## src/rtl/regalu_arbiter_if.sv

```systemverilog
// Request/response and register-file control bundle between two requesters, the arbiter and RegFile_Alu.
// slave is the arbiter's view; master is the view of the environment (requesters plus register file).
interface regalu_arbiter_if #(
    parameter int DATA_W = 16,
    parameter int ADDR_W = 4,
    parameter int OP_W   = 4,
    parameter int FLAG_W = 5
);
    logic              ReqA, ReqB;
    logic [OP_W-1:0]   OpCodeA, OpCodeB;
    logic [ADDR_W-1:0] RdestA, RdestB;
    logic [ADDR_W-1:0] RsrcA, RsrcB;
    logic [DATA_W-1:0] ImmA, ImmB;
    logic              ImmSA, ImmSB;
    logic              AckA, AckB;
    logic              DoneA, DoneB;
    logic [DATA_W-1:0] Result;
    logic [FLAG_W-1:0] ResultFlags;
    logic              Busy;
    logic [ADDR_W-1:0] RdestRegLoc, RsrcRegLoc;
    logic [OP_W-1:0]   OpCode;
    logic [DATA_W-1:0] Imm;
    logic              Imm_s;
    logic              En;
    logic [DATA_W-1:0] RdestOut;
    logic [FLAG_W-1:0] Flags;

    modport slave (
        input  ReqA, ReqB, OpCodeA, OpCodeB, RdestA, RdestB, RsrcA, RsrcB,
               ImmA, ImmB, ImmSA, ImmSB, RdestOut, Flags,
        output AckA, AckB, DoneA, DoneB, Result, ResultFlags, Busy,
               RdestRegLoc, RsrcRegLoc, OpCode, Imm, Imm_s, En
    );

    modport master (
        output ReqA, ReqB, OpCodeA, OpCodeB, RdestA, RdestB, RsrcA, RsrcB,
               ImmA, ImmB, ImmSA, ImmSB, RdestOut, Flags,
        input  AckA, AckB, DoneA, DoneB, Result, ResultFlags, Busy,
               RdestRegLoc, RsrcRegLoc, OpCode, Imm, Imm_s, En
    );
endinterface

```

## src/rtl/regalu_arbiter.sv

```systemverilog
// Round-robin two-port arbiter/sequencer driving RegFile_Alu; Ack 1 cycle after Req, Done 3 cycles after Req.
// Requesters hold Req until Ack; one operation in flight, next grant no earlier than 4 cycles after the last.
module regalu_arbiter #(
    parameter int DATA_W = 16,
    parameter int ADDR_W = 4,
    parameter int OP_W   = 4,
    parameter int FLAG_W = 5
) (
    input  logic         Clk,
    input  logic         Rst,
    regalu_arbiter_if.slave bus
);
    typedef enum logic [1:0] {IDLE, EXEC, READ, DONE} state_t;

    state_t            state_q, state_d;
    logic              prio_q, prio_d;
    logic              owner_q, owner_d;
    logic              en_q, en_d;
    logic              ack_a_q, ack_a_d, ack_b_q, ack_b_d;
    logic              done_a_q, done_a_d, done_b_q, done_b_d;
    logic              busy_q, busy_d;
    logic [DATA_W-1:0] result_q, result_d;
    logic [FLAG_W-1:0] result_flags_q, result_flags_d;
    logic [ADDR_W-1:0] rdest_q, rdest_d, rsrc_q, rsrc_d;
    logic [OP_W-1:0]   opcode_q, opcode_d;
    logic [DATA_W-1:0] imm_q, imm_d;
    logic              imm_s_q, imm_s_d;
    logic              grant_b;

    always_comb begin
        state_d        = state_q;
        prio_d         = prio_q;
        owner_d        = owner_q;
        en_d           = 1'b0;
        ack_a_d        = 1'b0;
        ack_b_d        = 1'b0;
        done_a_d       = 1'b0;
        done_b_d       = 1'b0;
        busy_d         = busy_q;
        result_d       = result_q;
        result_flags_d = result_flags_q;
        rdest_d        = rdest_q;
        rsrc_d         = rsrc_q;
        opcode_d       = opcode_q;
        imm_d          = imm_q;
        imm_s_d        = imm_s_q;
        grant_b        = bus.ReqB && (!bus.ReqA || prio_q);

        case (state_q)
            IDLE: begin
                if (bus.ReqA || bus.ReqB) begin
                    owner_d  = grant_b;
                    // Winner yields priority to the other port for the next contention.
                    prio_d   = !grant_b;
                    rdest_d  = grant_b ? bus.RdestB  : bus.RdestA;
                    rsrc_d   = grant_b ? bus.RsrcB   : bus.RsrcA;
                    opcode_d = grant_b ? bus.OpCodeB : bus.OpCodeA;
                    imm_d    = grant_b ? bus.ImmB    : bus.ImmA;
                    imm_s_d  = grant_b ? bus.ImmSB   : bus.ImmSA;
                    en_d     = 1'b1;
                    ack_a_d  = !grant_b;
                    ack_b_d  = grant_b;
                    busy_d   = 1'b1;
                    state_d  = EXEC;
                end
            end
            EXEC: begin
                result_flags_d = bus.Flags;
                state_d        = READ;
            end
            READ: begin
                // The write landed at the end of EXEC, so RdestOut now shows the new value.
                result_d = bus.RdestOut;
                done_a_d = !owner_q;
                done_b_d = owner_q;
                state_d  = DONE;
            end
            DONE: begin
                busy_d  = 1'b0;
                state_d = IDLE;
            end
            default: state_d = IDLE;
        endcase
    end

    always_ff @(posedge Clk or negedge Rst) begin
        if (!Rst) begin
            state_q        <= IDLE;
            prio_q         <= 1'b0;
            owner_q        <= 1'b0;
            en_q           <= 1'b0;
            ack_a_q        <= 1'b0;
            ack_b_q        <= 1'b0;
            done_a_q       <= 1'b0;
            done_b_q       <= 1'b0;
            busy_q         <= 1'b0;
            result_q       <= '0;
            result_flags_q <= '0;
            rdest_q        <= '0;
            rsrc_q         <= '0;
            opcode_q       <= '0;
            imm_q          <= '0;
            imm_s_q        <= 1'b0;
        end else begin
            state_q        <= state_d;
            prio_q         <= prio_d;
            owner_q        <= owner_d;
            en_q           <= en_d;
            ack_a_q        <= ack_a_d;
            ack_b_q        <= ack_b_d;
            done_a_q       <= done_a_d;
            done_b_q       <= done_b_d;
            busy_q         <= busy_d;
            result_q       <= result_d;
            result_flags_q <= result_flags_d;
            rdest_q        <= rdest_d;
            rsrc_q         <= rsrc_d;
            opcode_q       <= opcode_d;
            imm_q          <= imm_d;
            imm_s_q        <= imm_s_d;
        end
    end

    assign bus.En          = en_q;
    assign bus.AckA        = ack_a_q;
    assign bus.AckB        = ack_b_q;
    assign bus.DoneA       = done_a_q;
    assign bus.DoneB       = done_b_q;
    assign bus.Busy        = busy_q;
    assign bus.Result      = result_q;
    assign bus.ResultFlags = result_flags_q;
    assign bus.RdestRegLoc = rdest_q;
    assign bus.RsrcRegLoc  = rsrc_q;
    assign bus.OpCode      = opcode_q;
    assign bus.Imm         = imm_q;
    assign bus.Imm_s       = imm_s_q;
endmodule
```

## src/flat_wrapper.sv

```systemverilog
// flat-port wrapper written by rule: the top's interface ports become plain ports
module regalu_arbiter_flat 
#(
    parameter int DATA_W = 16,
    parameter int ADDR_W = 4,
    parameter int OP_W   = 4,
    parameter int FLAG_W = 5
)
  (Clk, Rst, bus_ReqA, bus_ReqB, bus_OpCodeA, bus_OpCodeB, bus_RdestA, bus_RdestB, bus_RsrcA, bus_RsrcB, bus_ImmA, bus_ImmB, bus_ImmSA, bus_ImmSB, bus_RdestOut, bus_Flags, bus_AckA, bus_AckB, bus_DoneA, bus_DoneB, bus_Result, bus_ResultFlags, bus_Busy, bus_RdestRegLoc, bus_RsrcRegLoc, bus_OpCode, bus_Imm, bus_Imm_s, bus_En);
  regalu_arbiter_if #(.DATA_W(DATA_W), .ADDR_W(ADDR_W), .OP_W(OP_W), .FLAG_W(FLAG_W)) bus_i ();
  input  logic Clk;
  input  logic Rst;
  input wire logic [$bits(bus_i.ReqA)-1:0] bus_ReqA;
  input wire logic [$bits(bus_i.ReqB)-1:0] bus_ReqB;
  input wire logic [$bits(bus_i.OpCodeA)-1:0] bus_OpCodeA;
  input wire logic [$bits(bus_i.OpCodeB)-1:0] bus_OpCodeB;
  input wire logic [$bits(bus_i.RdestA)-1:0] bus_RdestA;
  input wire logic [$bits(bus_i.RdestB)-1:0] bus_RdestB;
  input wire logic [$bits(bus_i.RsrcA)-1:0] bus_RsrcA;
  input wire logic [$bits(bus_i.RsrcB)-1:0] bus_RsrcB;
  input wire logic [$bits(bus_i.ImmA)-1:0] bus_ImmA;
  input wire logic [$bits(bus_i.ImmB)-1:0] bus_ImmB;
  input wire logic [$bits(bus_i.ImmSA)-1:0] bus_ImmSA;
  input wire logic [$bits(bus_i.ImmSB)-1:0] bus_ImmSB;
  input wire logic [$bits(bus_i.RdestOut)-1:0] bus_RdestOut;
  input wire logic [$bits(bus_i.Flags)-1:0] bus_Flags;
  output wire logic [$bits(bus_i.AckA)-1:0] bus_AckA;
  output wire logic [$bits(bus_i.AckB)-1:0] bus_AckB;
  output wire logic [$bits(bus_i.DoneA)-1:0] bus_DoneA;
  output wire logic [$bits(bus_i.DoneB)-1:0] bus_DoneB;
  output wire logic [$bits(bus_i.Result)-1:0] bus_Result;
  output wire logic [$bits(bus_i.ResultFlags)-1:0] bus_ResultFlags;
  output wire logic [$bits(bus_i.Busy)-1:0] bus_Busy;
  output wire logic [$bits(bus_i.RdestRegLoc)-1:0] bus_RdestRegLoc;
  output wire logic [$bits(bus_i.RsrcRegLoc)-1:0] bus_RsrcRegLoc;
  output wire logic [$bits(bus_i.OpCode)-1:0] bus_OpCode;
  output wire logic [$bits(bus_i.Imm)-1:0] bus_Imm;
  output wire logic [$bits(bus_i.Imm_s)-1:0] bus_Imm_s;
  output wire logic [$bits(bus_i.En)-1:0] bus_En;
  assign bus_i.ReqA = bus_ReqA;
  assign bus_i.ReqB = bus_ReqB;
  assign bus_i.OpCodeA = bus_OpCodeA;
  assign bus_i.OpCodeB = bus_OpCodeB;
  assign bus_i.RdestA = bus_RdestA;
  assign bus_i.RdestB = bus_RdestB;
  assign bus_i.RsrcA = bus_RsrcA;
  assign bus_i.RsrcB = bus_RsrcB;
  assign bus_i.ImmA = bus_ImmA;
  assign bus_i.ImmB = bus_ImmB;
  assign bus_i.ImmSA = bus_ImmSA;
  assign bus_i.ImmSB = bus_ImmSB;
  assign bus_i.RdestOut = bus_RdestOut;
  assign bus_i.Flags = bus_Flags;
  assign bus_AckA = bus_i.AckA;
  assign bus_AckB = bus_i.AckB;
  assign bus_DoneA = bus_i.DoneA;
  assign bus_DoneB = bus_i.DoneB;
  assign bus_Result = bus_i.Result;
  assign bus_ResultFlags = bus_i.ResultFlags;
  assign bus_Busy = bus_i.Busy;
  assign bus_RdestRegLoc = bus_i.RdestRegLoc;
  assign bus_RsrcRegLoc = bus_i.RsrcRegLoc;
  assign bus_OpCode = bus_i.OpCode;
  assign bus_Imm = bus_i.Imm;
  assign bus_Imm_s = bus_i.Imm_s;
  assign bus_En = bus_i.En;
  regalu_arbiter #(.DATA_W(DATA_W), .ADDR_W(ADDR_W), .OP_W(OP_W), .FLAG_W(FLAG_W)) u_core (.Clk(Clk), .Rst(Rst), .bus(bus_i));
endmodule
```

## config.mk

```make
export PLATFORM = sky130hd
export DESIGN_NAME = regalu_arbiter_flat
export DESIGN_NICKNAME = d
export VERILOG_FILES = /design/src/rtl/regalu_arbiter_if.sv /design/src/rtl/regalu_arbiter.sv /design/src/flat_wrapper.sv
export SDC_FILE = /design/constraint.sdc
export NUM_CORES = 1
export LEC_CHECK = 0
export ABC_CLOCK_PERIOD_IN_PS = 1400
export BUFFER_PORTS_ARGS = -buffer_cell sky130_fd_sc_hd__buf_2
export CORE_MARGIN = 5
export CORE_UTILIZATION = 41
export DETAILED_ROUTE_END_ITERATION = 7
export MAX_ROUTING_LAYER = met4
export PLACE_DENSITY = 0.84
export SLEW_MARGIN = 0
export SYNTH_ARGS = -nofsm -noshare
export SYNTH_HDL_FRONTEND = slang
export SYNTH_SLANG_ARGS = --single-unit
```

## constraint.sdc

```tcl
create_clock -name Clk -period 1.4 [get_ports Clk]
set_clock_uncertainty 0.05 [all_clocks]
set_input_delay 0.14 -clock Clk [delete_from_list [all_inputs] [get_ports Clk]]
set_output_delay 0.14 -clock Clk [all_outputs]
set_load 0.1 [all_outputs]
```

==> impl_results.md <==
- Global-route wire length before repair: 13.1 mm
- Synthesis-to-finish area growth: 57.0%
- Yosys reg bits: 60
- Worst path bufs/invs: 2
- CP max FO: 19
- Synth warn: 0
- GRT overflow: 0
- Synthesized cell area: 2650 sq um
- CP required: 1570 ps
- Hold Path Class: in2reg
- Max Transition Viols Final: 0
- Critical path launch point type: flip-flop
- Routed len/inst: 16.9 microns
- DRC: 0
- Detail Route Antenna Nets: 0
- Critical-path top delay cell: dfrtp_1
- Vias in the first global route: 2754
- Distinct cell type count after synthesis: 26
- Max-cap violations: 0
- Die H: 90.4 microns
- Setup-failing EPs final: 0
- Initial antenna violation count: 0
- CORE AREA: 6310 sq um
- Overall via count from detail_route: 2624
- Total Routing Usage GR: 20.3%
- Critical Path End Type: flip-flop
- Fraction of layout cells with a size suffix above 1: 53.8%
- Initial Util: 42.0%
- Final hold violation count: 0
- Worst hold margin: 11.6 ps
- Diodes inserted: 0
- GP Congestion: 0.770
- Root buf cell: clkbuf_8
- Rel. slew slack: 66.4%
- CP arrival: 1550 ps
- Commonest non-fill, non-tap cell in the layout: buf_2
- Met1 Resource Use GR: 23.6%
- Grt met3 use: 5.50%
- Clock buffer depth: 2
- Global routing usage on met2: 32.5%
- Setup CP Type: reg2reg
- Vias per cell: 5.26
- Placed cell area: 3480 sq um
- Mean area per synthesized cell: 11.1 sq um
- Post-layout net count: 505
- Largest net degree at the start of global routing: 35
- Crit path cell chain: inv_2, ha_2, buf_12, mux2_2
- H-tree levels: 3
- R2R cell count: 4
- Initial DRT Pass Iterations: 4
- Post-Syn Nets: 327
- Flop-to-flop setup slack: 20 ps
- Clk_lat worst skew: 330 ps
- Die width: 90.4 microns
- Total clock sinks: 60
- Fmax achieved: 722 MHz
- Dpl hpwl: 5.68 mm
- CP delay by family, top: flip-flops
- Final WL: 8.45 mm
- Seq/Total Area, Yosys: 56.7%
- Tmin final: 1380 ps
- Largest stage delay on the critical path: 400 ps
- CTS tree: done
- Grt peak-use layer: met2
- Hold depth: 3
- Buffers on Ports: 138
- Most frequent cells in the layout: buf_2, dfrtp_1, a21oi_1, dlygate4sd3_1, nor2_1
- Slew @ Worst Pin: 507 ps
- Num CTS Buffers: 9
- Rows: 29
- Synth Instances: 239
- Ports: 139
- Critical Path Stages: 4
- Status: completed
- RSZ-0062 raised after global routing: true
- CTS clk-pin slew, worst paths: 70 ps
- Die area: 8170 sq um
- Final instance area: 4160 sq um
- Period utilisation layout: 98.9%
- Iteration-0 DRC Markers: 184
cell usage after synthesis:
library cell	instances	area, sq um
dfrtp_1	60	1500
nor2_1	29	109
a21oi_1	28	140
a31oi_1	26	163
mux2_2	22	248
o21ai_1	20	100
buf_2	10	50.1
o21ai_0	6	30.0
buf_6	5	56.3
ha_1	5	62.6
a221o_1	3	30.0
buf_4	3	22.5
nand2_1	3	11.3
nor3_1	3	15.0
and2_1	2	12.5
clkbuf_1	2	7.51
inv_1	2	7.51
inv_2	2	7.51
a21o_1	1	7.51
a21oi_2	1	8.76
and2b_1	1	7.51
nand2b_1	1	6.26
nor2b_1	1	6.26
nor3_2	1	10.0
nor3b_2	1	12.5
o21ai_4	1	16.3
repair_timing:
action / in CTS / in global routing
endpoints found under the setup margin: 4 / 44
cloned: 0 / 2
hold buffers: 27 / 0
pin swaps: 0 / 2
endpoints found under the hold margin: 85 / 0
resized for setup: 3 / 23
buffers inserted: 0 / 2
logic make-up after synthesis:
logic type               Yosys count  share of synthesized area, %
adder cells (fa/ha/maj)            5                          2.36
flip-flops                        60                          56.7
buffers and inverters             24                          5.72
AND/OR/NAND/NOR                   42                          7.18
multiplexers                      22                          9.35
AO/OA/AOI/OAI                     86                          18.7
layout make-up:
type / instances / area, sq um
clock inverter: 7 / 75.1
tap: 77 / 96.3
fill: 493 / 2160
inverter: 4 / 15.0
sequential: 60 / 1500
timing repair buffer: 186 / 1180
multi-input combinational: 156 / 1160
clock buffer: 9 / 124
per-layer routing:
layer	vias to the layer above	part of all wire, %
li1	1217	-
met1	1266	40
met2	121	51
met3	20	6.3
met4	0	2.6
met5	-	0
worst min-delay path: cells and delay by family:
family | cells | cell delay [ps]
buf+inv | 1 | 90
compound gates | 2 | 120
path summary, 6_finish.rpt:
check | from | endpoint
setup / recovery | u_core.state_q[0] | u_core.bus.Result[14]
hold / removal | bus_ImmA[15] | u_core.bus.Imm[15]
setup reg to reg | u_core.state_q[0] | u_core.bus.Result[14]
hold reg to reg | u_core.owner_q | u_core.bus.DoneA
max in group asynchronous | Rst | u_core.bus.OpCode[1]
min in group asynchronous | Rst | u_core.bus.Busy
flip-flops by register name, indices dropped and copies added (netlist names), 2 cells and up:
signal / cells
u_core.bus.ResultFlags: 5
u_core.bus.RdestRegLoc: 4
u_core.bus.RsrcRegLoc: 4
u_core.bus.Result: 16
u_core.state_q: 2
u_core.bus.Imm: 16
u_core.bus.OpCode: 4
stage by stage:
stage	instances	setup slack (ps)	setup TNS (ps)	utilization (%)
3_3_place_gp	452	70.2	0	55.1
5_1_grt	499	-62.1	-1230	65.9
6_report	499	15.5	0	65.9
2_1_floorplan	239	4.48	0	-
4_1_cts	495	4.41	0	62.9
3_5_place_dp	452	17.6	0	55.1
Power is left out: the tool's default activity adds up to more than one toggle a clock period on the data nets, which glitch-free logic cannot reach.
